$ cat config.mk
export PLATFORM = sky130hd
export DESIGN_NAME = fetch_queue
export DESIGN_NICKNAME = d
export VERILOG_FILES = /design/src/rtl/fetch_pkg.sv /design/src/rtl/fetch_fifo.sv /design/src/rtl/fetch_queue.sv
export SDC_FILE = /design/constraint.sdc
export NUM_CORES = 1
export LEC_CHECK = 0
export ABC_AREA = 1
export BUFFER_PORTS_ARGS = -buffer_cell sky130_fd_sc_hd__buf_2
export CAP_MARGIN = 10
export CORE_MARGIN = 2
export CORE_UTILIZATION = 57
export DETAILED_ROUTE_END_ITERATION = 10
export PLACE_DENSITY = 0.79
export SETUP_SLACK_MARGIN = 0.5
export SLEW_MARGIN = 20
export SYNTH_ARGS = -nofsm -noshare
export SYNTH_HDL_FRONTEND = slang
export SYNTH_SLANG_ARGS = --single-unit
$ cat constraint.sdc
create_clock -name clk -period 4.13 [get_ports clk]
set_input_delay 0.413 -clock clk [delete_from_list [all_inputs] [get_ports clk]]
set_output_delay 0.413 -clock clk [all_outputs]
set_load 0.02 [all_outputs]
$ cat src/rtl/fetch_pkg.sv
// Shared constants and types for the instruction fetch queue.
package fetch_pkg;

    localparam int unsigned FETCH_INSTR_W = 32;
    localparam int unsigned FETCH_ADDR_W  = 9;

    localparam logic [31:0] NOP_INSTR = 32'h0000_0013;

    localparam logic [6:0] R_TYPE = 7'b0110011;
    localparam logic [6:0] I_TYPE = 7'b0010011;
    localparam logic [6:0] LW     = 7'b0000011;
    localparam logic [6:0] SW     = 7'b0100011;
    localparam logic [6:0] BR     = 7'b1100011;
    localparam logic [6:0] JAL    = 7'b1101111;
    localparam logic [6:0] JALR   = 7'b1100111;

    typedef enum logic [1:0] {
        IDLE,
        WAIT,
        DISCARD
    } fetch_state_e;

    typedef struct packed {
        logic [FETCH_INSTR_W-1:0] instr;
        logic [FETCH_ADDR_W-1:0]  pc;
    } fetch_entry_t;

    function automatic logic is_known_opcode(input logic [6:0] opc);
        return (opc == R_TYPE) || (opc == I_TYPE) || (opc == LW) || (opc == SW) ||
               (opc == BR) || (opc == JAL) || (opc == JALR);
    endfunction

endpackage

$ cat src/rtl/fetch_fifo.sv
// Synchronous FIFO of fetch entries; flush has priority over push.
module fetch_fifo
    import fetch_pkg::*;
#(
    parameter int unsigned DEPTH   = 4,
    parameter type         entry_t = fetch_entry_t
) (
    input  logic                   clk,
    input  logic                   rst_n,
    input  logic                   push,
    input  entry_t                 push_data,
    input  logic                   pop,
    input  logic                   flush,
    output logic [$clog2(DEPTH):0] count,
    output entry_t                 head
);

    localparam int unsigned PTR_W = $clog2(DEPTH);
    localparam int unsigned CNT_W = PTR_W + 1;

    entry_t           mem_q [DEPTH];
    entry_t           mem_d [DEPTH];
    logic [PTR_W-1:0] rd_ptr_q, rd_ptr_d;
    logic [PTR_W-1:0] wr_ptr_q, wr_ptr_d;
    logic [CNT_W-1:0] count_q, count_d;
    logic             do_push, do_pop;

    always_comb begin
        mem_d    = mem_q;
        rd_ptr_d = rd_ptr_q;
        wr_ptr_d = wr_ptr_q;
        count_d  = count_q;
        do_pop   = pop && (count_q != '0);
        do_push  = push && ((count_q != CNT_W'(DEPTH)) || do_pop);
        if (flush) begin
            rd_ptr_d = '0;
            wr_ptr_d = '0;
            count_d  = '0;
        end else begin
            if (do_push) begin
                mem_d[wr_ptr_q] = push_data;
                wr_ptr_d        = wr_ptr_q + PTR_W'(1);
            end
            if (do_pop) begin
                rd_ptr_d = rd_ptr_q + PTR_W'(1);
            end
            count_d = count_q + CNT_W'(do_push) - CNT_W'(do_pop);
        end
    end

    always_ff @(posedge clk or negedge rst_n) begin
        if (!rst_n) begin
            rd_ptr_q <= '0;
            wr_ptr_q <= '0;
            count_q  <= '0;
        end else begin
            rd_ptr_q <= rd_ptr_d;
            wr_ptr_q <= wr_ptr_d;
            count_q  <= count_d;
        end
    end

    // Payload storage needs no reset: count gates every read of it.
    always_ff @(posedge clk) begin
        mem_q <= mem_d;
    end

    assign count = count_q;
    assign head  = mem_q[rd_ptr_q];

endmodule

$ cat src/rtl/fetch_queue.sv
// Instruction fetch/prefetch buffer: one outstanding imem request, small FIFO
// toward decode, flush and restart on a downstream redirect.
module fetch_queue
    import fetch_pkg::*;
#(
    parameter int unsigned       DEPTH    = 4,
    parameter int unsigned       ADDR_W   = 9,
    parameter int unsigned       INSTR_W  = 32,
    parameter logic [ADDR_W-1:0] RESET_PC = '0
) (
    input  logic               clk,
    input  logic               rst_n,
    output logic               imem_req,
    output logic [ADDR_W-1:0]  imem_addr,
    input  logic               imem_rvalid,
    input  logic [INSTR_W-1:0] imem_rdata,
    output logic               dec_valid,
    input  logic               dec_ready,
    output logic [INSTR_W-1:0] dec_instr,
    output logic [6:0]         dec_opcode,
    output logic [ADDR_W-1:0]  dec_pc,
    input  logic               redirect_valid,
    input  logic [ADDR_W-1:0]  redirect_pc
);

    localparam int unsigned CNT_W = $clog2(DEPTH) + 1;

    typedef struct packed {
        logic [INSTR_W-1:0] instr;
        logic [ADDR_W-1:0]  pc;
    } entry_t;

    fetch_state_e      state_q, state_d;
    logic [ADDR_W-1:0] fetch_pc_q, fetch_pc_d;
    logic [ADDR_W-1:0] req_pc_q, req_pc_d;
    logic [CNT_W-1:0]  count, count_next;
    entry_t            head, push_data;
    logic              push, pop, room, issue;
    logic              unused_redirect_lsb;

    assign dec_valid  = (count != '0);
    assign pop        = dec_valid && dec_ready && !redirect_valid;
    assign push       = (state_q == WAIT) && imem_rvalid && !redirect_valid;
    assign count_next = count + CNT_W'(push) - CNT_W'(pop);
    assign room       = (count_next < CNT_W'(DEPTH));
    assign push_data  = '{instr: imem_rdata, pc: req_pc_q};

    // A request may only go out when its response is guaranteed a FIFO slot.
    always_comb begin
        state_d    = state_q;
        fetch_pc_d = fetch_pc_q;
        req_pc_d   = req_pc_q;
        issue      = 1'b0;
        if (redirect_valid) begin
            fetch_pc_d = {redirect_pc[ADDR_W-1:2], 2'b00};
            state_d    = ((state_q != IDLE) && !imem_rvalid) ? DISCARD : IDLE;
        end else begin
            unique case (state_q)
                IDLE: issue = room;
                WAIT, DISCARD: begin
                    if (imem_rvalid) begin
                        issue   = room;
                        state_d = IDLE;
                    end
                end
                default: state_d = IDLE;
            endcase
            if (issue) begin
                state_d    = WAIT;
                req_pc_d   = fetch_pc_q;
                fetch_pc_d = fetch_pc_q + ADDR_W'(4);
            end
        end
    end

    always_ff @(posedge clk or negedge rst_n) begin
        if (!rst_n) begin
            state_q    <= IDLE;
            fetch_pc_q <= RESET_PC;
            req_pc_q   <= '0;
        end else begin
            state_q    <= state_d;
            fetch_pc_q <= fetch_pc_d;
            req_pc_q   <= req_pc_d;
        end
    end

    fetch_fifo #(
        .DEPTH   (DEPTH),
        .entry_t (entry_t)
    ) u_fifo (
        .clk       (clk),
        .rst_n     (rst_n),
        .push      (push),
        .push_data (push_data),
        .pop       (pop),
        .flush     (redirect_valid),
        .count     (count),
        .head      (head)
    );

    assign imem_req            = rst_n && issue;
    assign imem_addr           = fetch_pc_q;
    assign dec_instr           = dec_valid ? head.instr : INSTR_W'(NOP_INSTR);
    assign dec_opcode          = dec_instr[6:0];
    assign dec_pc              = dec_valid ? head.pc : '0;
    assign unused_redirect_lsb = ^redirect_pc[1:0];

    a_no_rvalid_in_idle: assert property (
        @(posedge clk) disable iff (!rst_n) !((state_q == IDLE) && imem_rvalid)
    );

endmodule

==> run metrics, run 1 <==
status finished, final reports clean; Inst Count DP between 800 and 900; initial antenna violation count 1; Initial DRC Count 520; 1st-pass router iterations 4; CTS H-Tree Depth 4; CTS clk-pin slew, worst paths roughly 0.070 ns; VDD IR max between 0.0004 and 0.0005 V; CTS root buf clkbuf_16; Area after DPL ~8100 sq um; total negative setup slack 0 ns; Crit path largest cell delay 0.42 ns; synthesized cell area ~7500 sq um; TritonCTS clock tree yes; #FFs+latches synth ~180; Total GRT Usage 0.2277; PostCTS Resize Cnt 0; Critical R2R Launch state_q[1]$_DFFE_PN0P_; met2 Track Usage GR 0.3800; WL final about 15 mm; Pwr per Cell Area ~670 nW/um^2; Starting Density 0.5763; CP startpoint u_fifo.count[1]$_DFF_PN0_; sequential area share after synthesis 0.6975; Hold Path Class input port to register; largest net degree at the start of global routing 80; first-pass GRT wire length around 25 mm; Core ar. approximately 13,000 sq um; synth unique cells 28; CTS max path bufs 2; row count 42; grt ovf 0; DIE HEIGHT 119.0 um; drc violations 0; worst skew pair latency about 0.43 ns; CP required 3.72 ns; Worst R2R Setup Slack 1.58 ns; Wirelength per Cell 16.56 um; endpoint class of the critical path output port; FMAX between 300 and 400 MHz; Gate Count Post-Synth ~660; biggest area consumer among synthesized cells edfxtp_1; R2R cell count 7; crit path cell chain nor2_1 -> inv_1 -> nor2_4 -> nor2_1 -> inv_1 -> nor2_1 -> ha_1 -> inv_1 -> ha_1 -> inv_1 -> nor2_1 -> nand2_1 -> nand3_1 -> nand2_2 -> nand3_4 -> nor2_1 -> buf_2; fin area just under 9000 sq um; Fin Clk Skew 0.009147 ns; RSZ-0062 raised after global routing no; top post-synthesis cells by area edfxtp_1 62%, nor2_1 8.5%, dfrtp_1 7.6%; Max stage delay cell, worst path dfrtp_1; part of the cycle the worst path needs 0.7904; Synth warnings 0; total power approximately 5.8 mW; GR Util met1 0.2858; layout cells sized above 1 0.2069; Die Width between 100 and 150 um; Nets 800; number of diodes 0; Buffers on Ports just under 100; number of synthesized flops with an enable pin 156; Max Cap Viol 0; Sinks on Clock Net approximately 180; Static Leak roughly 3.4 nW; CP dominant cell by count nor2_1; CP max FO 16; final setup fails 0; Detailed Place HPWL about 9 mm; fillers between 900 and 1,000; Synth-to-Final Area Change 15.90%; CP bufs+invs 5; Vias/cell 5.460; reg2reg end u_fifo.mem_q[146]$_DFFE_PP_; DIE AREA roughly 14,000 sq um; Critical Path AT around 2.9 ns; Hold Crit Depth 1; GPL Wtd Cong 0.8048; Slew HR 0.4321; top cell type's share of synthesized area 0.6212; global route hottest layer met2; Final Hold Fails 0; Post-synth ARST share 0.1285; met3 usage 0.05556; Synth Flop Type edfxtp_1; Setup CP Type register to output port; minimum clock period 3.264 ns; Startpoint Class register; final non-filler cell total a little over 900; cell with the most instances after synthesis nor2_1; via count about 5,100; hold_buf cts 1; number of buffers created by CTS 17; max-slew violation count 0; Least-Margin Pin Slew around 0.85 ns; Syn Area/Cell between 10 and 15 sq um; vias in the first global route 4,977; CP top delay family simple AND/OR/NAND/NOR gates; top-level I/O count roughly 110; Critical Path Stages 17; Final Hold Slack approximately 0.20 ns; most frequent cells after synthesis 171 x nor2_1, 156 x edfxtp_1, 83 x o21ai_0, 49 x nand2_1, 40 x a21oi_1; antenna-violating nets left 0; CP Capture Point imem_req; Post-CTS Setup Bufs 0
-- sequential cells by signal (all words and copies together), names as in the netlist --
register / cells
u_fifo.mem_q: 156
u_fifo.wr_ptr_q: 2
state_q: 2
u_fifo.count: 3
req_pc_q: 7
u_fifo.rd_ptr_q: 2
imem_addr: 7
-- cell usage in the layout (no fill, tap or decap) --
master / count
a21oi_1: 40
buf_2: 98
buf_4: 9
bufinv_16: 2
clkbuf_1: 3
clkbuf_16: 19
clkbuf_8: 2
clkinv_1: 1
clkinv_2: 4
clkinv_4: 1
conb_1: 4
dfrtp_1: 22
dfrtp_2: 1
dlygate4sd3_1: 1
edfxtp_1: 156
fa_1: 1
ha_1: 12
inv_1: 35
inv_2: 1
inv_4: 1
nand2_1: 49
nand2_2: 2
nand2_4: 1
nand3_1: 13
nand3_4: 1
nand4_1: 5
nor2_1: 166
nor2_2: 1
nor2_4: 6
o21ai_0: 83
o21ai_2: 7
o311ai_0: 3
xnor2_1: 1
xor2_1: 3
-- through the flow --
step / util / setup slack, ns
after floorplan: - / 1.184
after global placement: 0.6206 / 1.452
after detailed placement: 0.6206 / 1.377
after CTS: 0.6679 / 0.8458
after global routing: 0.6679 / 0.5964
final: 0.6679 / 0.8658
-- power breakdown --
group / switching, mW / internal [mW] / total (mW) / leakage [nW]
combinational: 1.37 / 0.553 / 1.93 / 1.43
clock: 0.631 / 0.992 / 1.62 / 0.305
sequential: 0.123 / 2.14 / 2.26 / 1.70
total: 2.13 / 3.69 / 5.81 / 3.44
-- worst min path at each step --
stage	startpoint	endpoint	slack, ns
after CTS	imem_rdata[5]	u_fifo.mem_q[14]$_DFFE_PP_	0.18
after floorplan	rst_n	imem_addr[2]$_DFFE_PN0P_	0.12
after global placement	rst_n	imem_addr[3]$_DFFE_PN0P_	0.43
final	imem_rdata[28]	u_fifo.mem_q[37]$_DFFE_PP_	0.20
after global routing	imem_rdata[28]	u_fifo.mem_q[37]$_DFFE_PP_	0.18
after detailed placement	rst_n	imem_addr[3]$_DFFE_PN0P_	0.43
-- layer usage --
layer	share of wire	vias up	wire length, um
li1	-	2407	-
met1	0.41	2451	6343
met2	0.51	182	7876
met3	0.053	36	817
met4	0.022	2	344
met5	0.0010	-	16
-- final cells by class --
class                      instances  area [sq um]  share of cell area
clock buffer                      24         514.2             0.05884
inverter                          37         138.9             0.01589
clock inverter                     8         95.09             0.01088
timing repair buffer             108         568.0             0.06500
multi-input combinational        398          1942              0.2222
tap                              176         220.2             0.02520
sequential                       179          5261              0.6020
-- logic make-up after synthesis --
logic type | synth area share
fa+ha+maj | 0.02256
buf+inv | 0.05143
simple gates | 0.1301
xor+xnor | 0.004647
flops | 0.6975
other cells | 0.0004973
compound gates | 0.09325
No activity file was read; power rests on OpenSTA's default activity.
==> inputs of run 2 (changes only) <==
--- a/config.mk
+++ b/config.mk
@@ -9,9 +9,9 @@
 export BUFFER_PORTS_ARGS = -buffer_cell sky130_fd_sc_hd__buf_2
 export CAP_MARGIN = 10
 export CORE_MARGIN = 2
-export CORE_UTILIZATION = 57
+export CORE_UTILIZATION = 52
 export DETAILED_ROUTE_END_ITERATION = 10
-export PLACE_DENSITY = 0.79
+export PLACE_DENSITY = 0.76
 export SETUP_SLACK_MARGIN = 0.5
 export SLEW_MARGIN = 20
 export SYNTH_ARGS = -nofsm -noshare
==> constraint.sdc (replaced) <==
create_clock -name clk -period 2.85 [get_ports clk]
set_input_delay 0.285 -clock clk [delete_from_list [all_inputs] [get_ports clk]]
set_output_delay 0.285 -clock clk [all_outputs]
set_load 0.02 [all_outputs]
==> run 2 against run 1 <==
Utilization down 3.0 points. Routed wire length up 2.7%. Combinational power up 76%. Final cell count up 3.7%. Sequential power up 46%. Global-route usage down 2.5 points. Setup slack worse by 0.70 ns. Register-to-register slack worse by 1.4 ns. Hold slack worse by 0.12 ns. Critical path depth up 1. Total power up 55%. Flip-flop and latch count unchanged. Largest cell class unchanged.
==> run metrics, run 2 (synthesis results as in run 1) <==
top-level I/O count 105 (unchanged); row count 44 (+4.8%); max FFs per register 156 (unchanged); CTS H-Tree Depth 4 (unchanged); Hold Crit Depth 1 (unchanged); CTS max path bufs 2 (unchanged); Clock power frac 0.255 (-0.024); grt ovf 0 (unchanged); largest register by flop count u_fifo.mem_q; Starting Density 0.5248 (-0.05149); CP top delay family simple AND/OR/NAND/NOR gates; Sequential Power Share 0.368 (-0.022); status finished, final reports clean; reg2reg end imem_addr[2]$_DFFE_PN0P_; P_int 5.683 mW (+54%); most frequent cells in the layout 162 x nor2_1, 156 x edfxtp_1, 98 x buf_2, 83 x o21ai_0, 44 x nand2_1; vias in the first global route 5,012 (+0.70%); endpoint class of the critical path output port; GPL Wtd Cong 0.8072 (+0.30%); Sw Share 0.3683 (+0.002511); first-pass GRT wire length 24.48 mm (-0.34%); DIE HEIGHT 124.4 um (+4.5%); Synth-to-Final Area Change 21.54%; worst hold path endpoint u_fifo.mem_q[109]$_DFFE_PP_; Setup CP Type register to output port; WL final 15.81 mm (+2.7%); total negative setup slack 0 ns (unchanged); pre-CTS WS 0.4505 ns (-0.9261 ns); max-slew violation count 0 (unchanged); number of buffers created by CTS 17 (unchanged); CP dominant cell by count inv_2; initial antenna violation count 1 (unchanged); CTS clk-pin slew, worst paths 0.06 ns (about the same); largest net degree at the start of global routing 40 (-50%); Max Cap Viol 0 (unchanged); RSZ-0062 raised after global routing yes; PnR worst setup slack 0.1658 ns (-0.7000 ns); final setup fails 0 (unchanged); R2R cell count 24 (+17); Inst Count DP 912 (+1.7%); Critical Path AT 2.40 ns (-0.45 ns); Initial DRC Count 403 (-23%); Vias/cell 5.346 (-2.1%); DIE AREA 15,480 sq um (+9.3%); commonest non-fill, non-tap cell in the layout nor2_1; final non-filler cell total 964 (+3.7%); CP max FO 3 (-13); CTS root buf clkbuf_16; CP bufs+invs 5 (unchanged); Static Leak 3.580 nW (+4.0%); Wirelength per Cell 16.40 um (-0.96%); via count 5,154 (+1.5%); crit path cell chain nor2_2 -> inv_2 -> nor2_4 -> nor2_4 -> inv_2 -> nor2_2 -> ha_2 -> inv_2 -> ha_4 -> inv_2 -> nor2_1 -> nand2_1 -> nand2_1 -> nand2_1 -> nand2_2 -> nand3_4 -> nor2_4 -> buf_6; Crit path largest cell delay 0.38 ns (-0.04 ns); Hold Path Class input port to register; CP required 2.57 ns (-1.15 ns); Final Hold Fails 0 (unchanged); Pwr per Cell Area 981.6 nW/um^2 (+48%); Sw Pwr 3.313 mW (+56%); Die Width 124.4 um (+4.5%); worst skew pair latency 0.42 ns (about the same); Nets 826 (+3.3%); Critical R2R Launch u_fifo.count[1]$_DFF_PN0_; Hold Crit Start imem_rdata[18]; Buffers on Ports 98 (unchanged); Area after DPL 8240 sq um (+1.5%); drc violations 0 (unchanged); minimum clock period ~2.7 ns; Sinks on Clock Net 179 (unchanged); Least-Margin Pin Slew 0.6721 ns (-0.1785 ns); VDD IR max 0.0006035 V (+32%); Fin Clk Skew 0.005685 ns (-0.003462 ns); layout cells sized above 1 0.2615 (+0.05464); FMAX 372.6 MHz; part of the cycle the worst path needs 0.9418; number of diodes 0 (unchanged); combinational power share 0.377 (+0.046); TritonCTS clock tree yes; fin area 9165 sq um (+4.9%); 1st-pass router iterations 5 (+1); Total GRT Usage 0.2026 (-0.02514); Max stage delay cell, worst path dfrtp_1; total power 8.996 mW (+55%); Worst R2R Setup Slack 0.20 ns (-1.38 ns); Slew HR 0.5520 (+0.1198); Core ar. 14,370 sq um (+9.8%); antenna-violating nets left 0 (unchanged); Detailed Place HPWL 9.410 mm (+2.9%); Startpoint Class register
==> run 2: power groups by stage <==
| stage | logic (mW) | clock network [mW] | registers (mW) |
|---|---|---|---|
| floorplan | 1.98 | 0 | 3.34 |
| global placement | 2.72 | 0 | 3.34 |
| detailed placement | 2.80 | 0 | 3.36 |
| CTS | 2.89 | 2.33 | 3.31 |
| global route | 3.68 | 2.45 | 3.34 |
| finish | 3.39 | 2.29 | 3.31 |
==> run 2: timing repair <==
item,CTS,global route
setup endpoints to repair,52,79
hold endpoints to repair,23,22
hold buffers,1,1
pin swaps,4,14
setup buffers,4,14
resized for setup,12,40
==> run 2: per-layer routing <==
metal,up-vias,global-route usage,wire length (um)
li1,2454,-,-
met1,2510,0.2493,6500
met2,162,0.3526,8207
met3,26,0.04167,807
met4,2,0.07865,278
met5,-,0,13
==> run 2: worst max-delay path by stage <==
stage | start | end | slack, ns | depth (start not counted)
final | u_fifo.count[1]$_DFF_PN0_ | imem_req | 0.17 | 18
after global routing | u_fifo.count[1]$_DFF_PN0_ | imem_req | -0.02 | 18
after CTS | u_fifo.count[1]$_DFF_PN0_ | imem_req | 0.16 | 18
after detailed placement | u_fifo.count[1]$_DFF_PN0_ | imem_req | 0.45 | 18
after global placement | u_fifo.count[1]$_DFF_PN0_ | imem_req | 0.48 | 17
after floorplan | state_q[1]$_DFFE_PN0P_ | u_fifo.mem_q[100]$_DFFE_PP_ | -0.1 | 6
==> run 2: metrics by stage <==
step | hold WS (ns) | utilization
floorplan | -0.01059 | -
global route | 0.06511 | 0.6378
detailed placement | 0.2982 | 0.5735
finish | 0.07320 | 0.6378
global placement | 0.2948 | 0.5735
CTS | 0.05467 | 0.6191
==> run 2: final cells by class <==
cell class	count	area, sq um
fill	1087	5204
tap	184	230.2
clock buffer	18	429.2
sequential	179	5264
clock inverter	14	163.9
timing repair buffer	134	874.6
inverter	37	151.4
multi-input combinational	398	2052
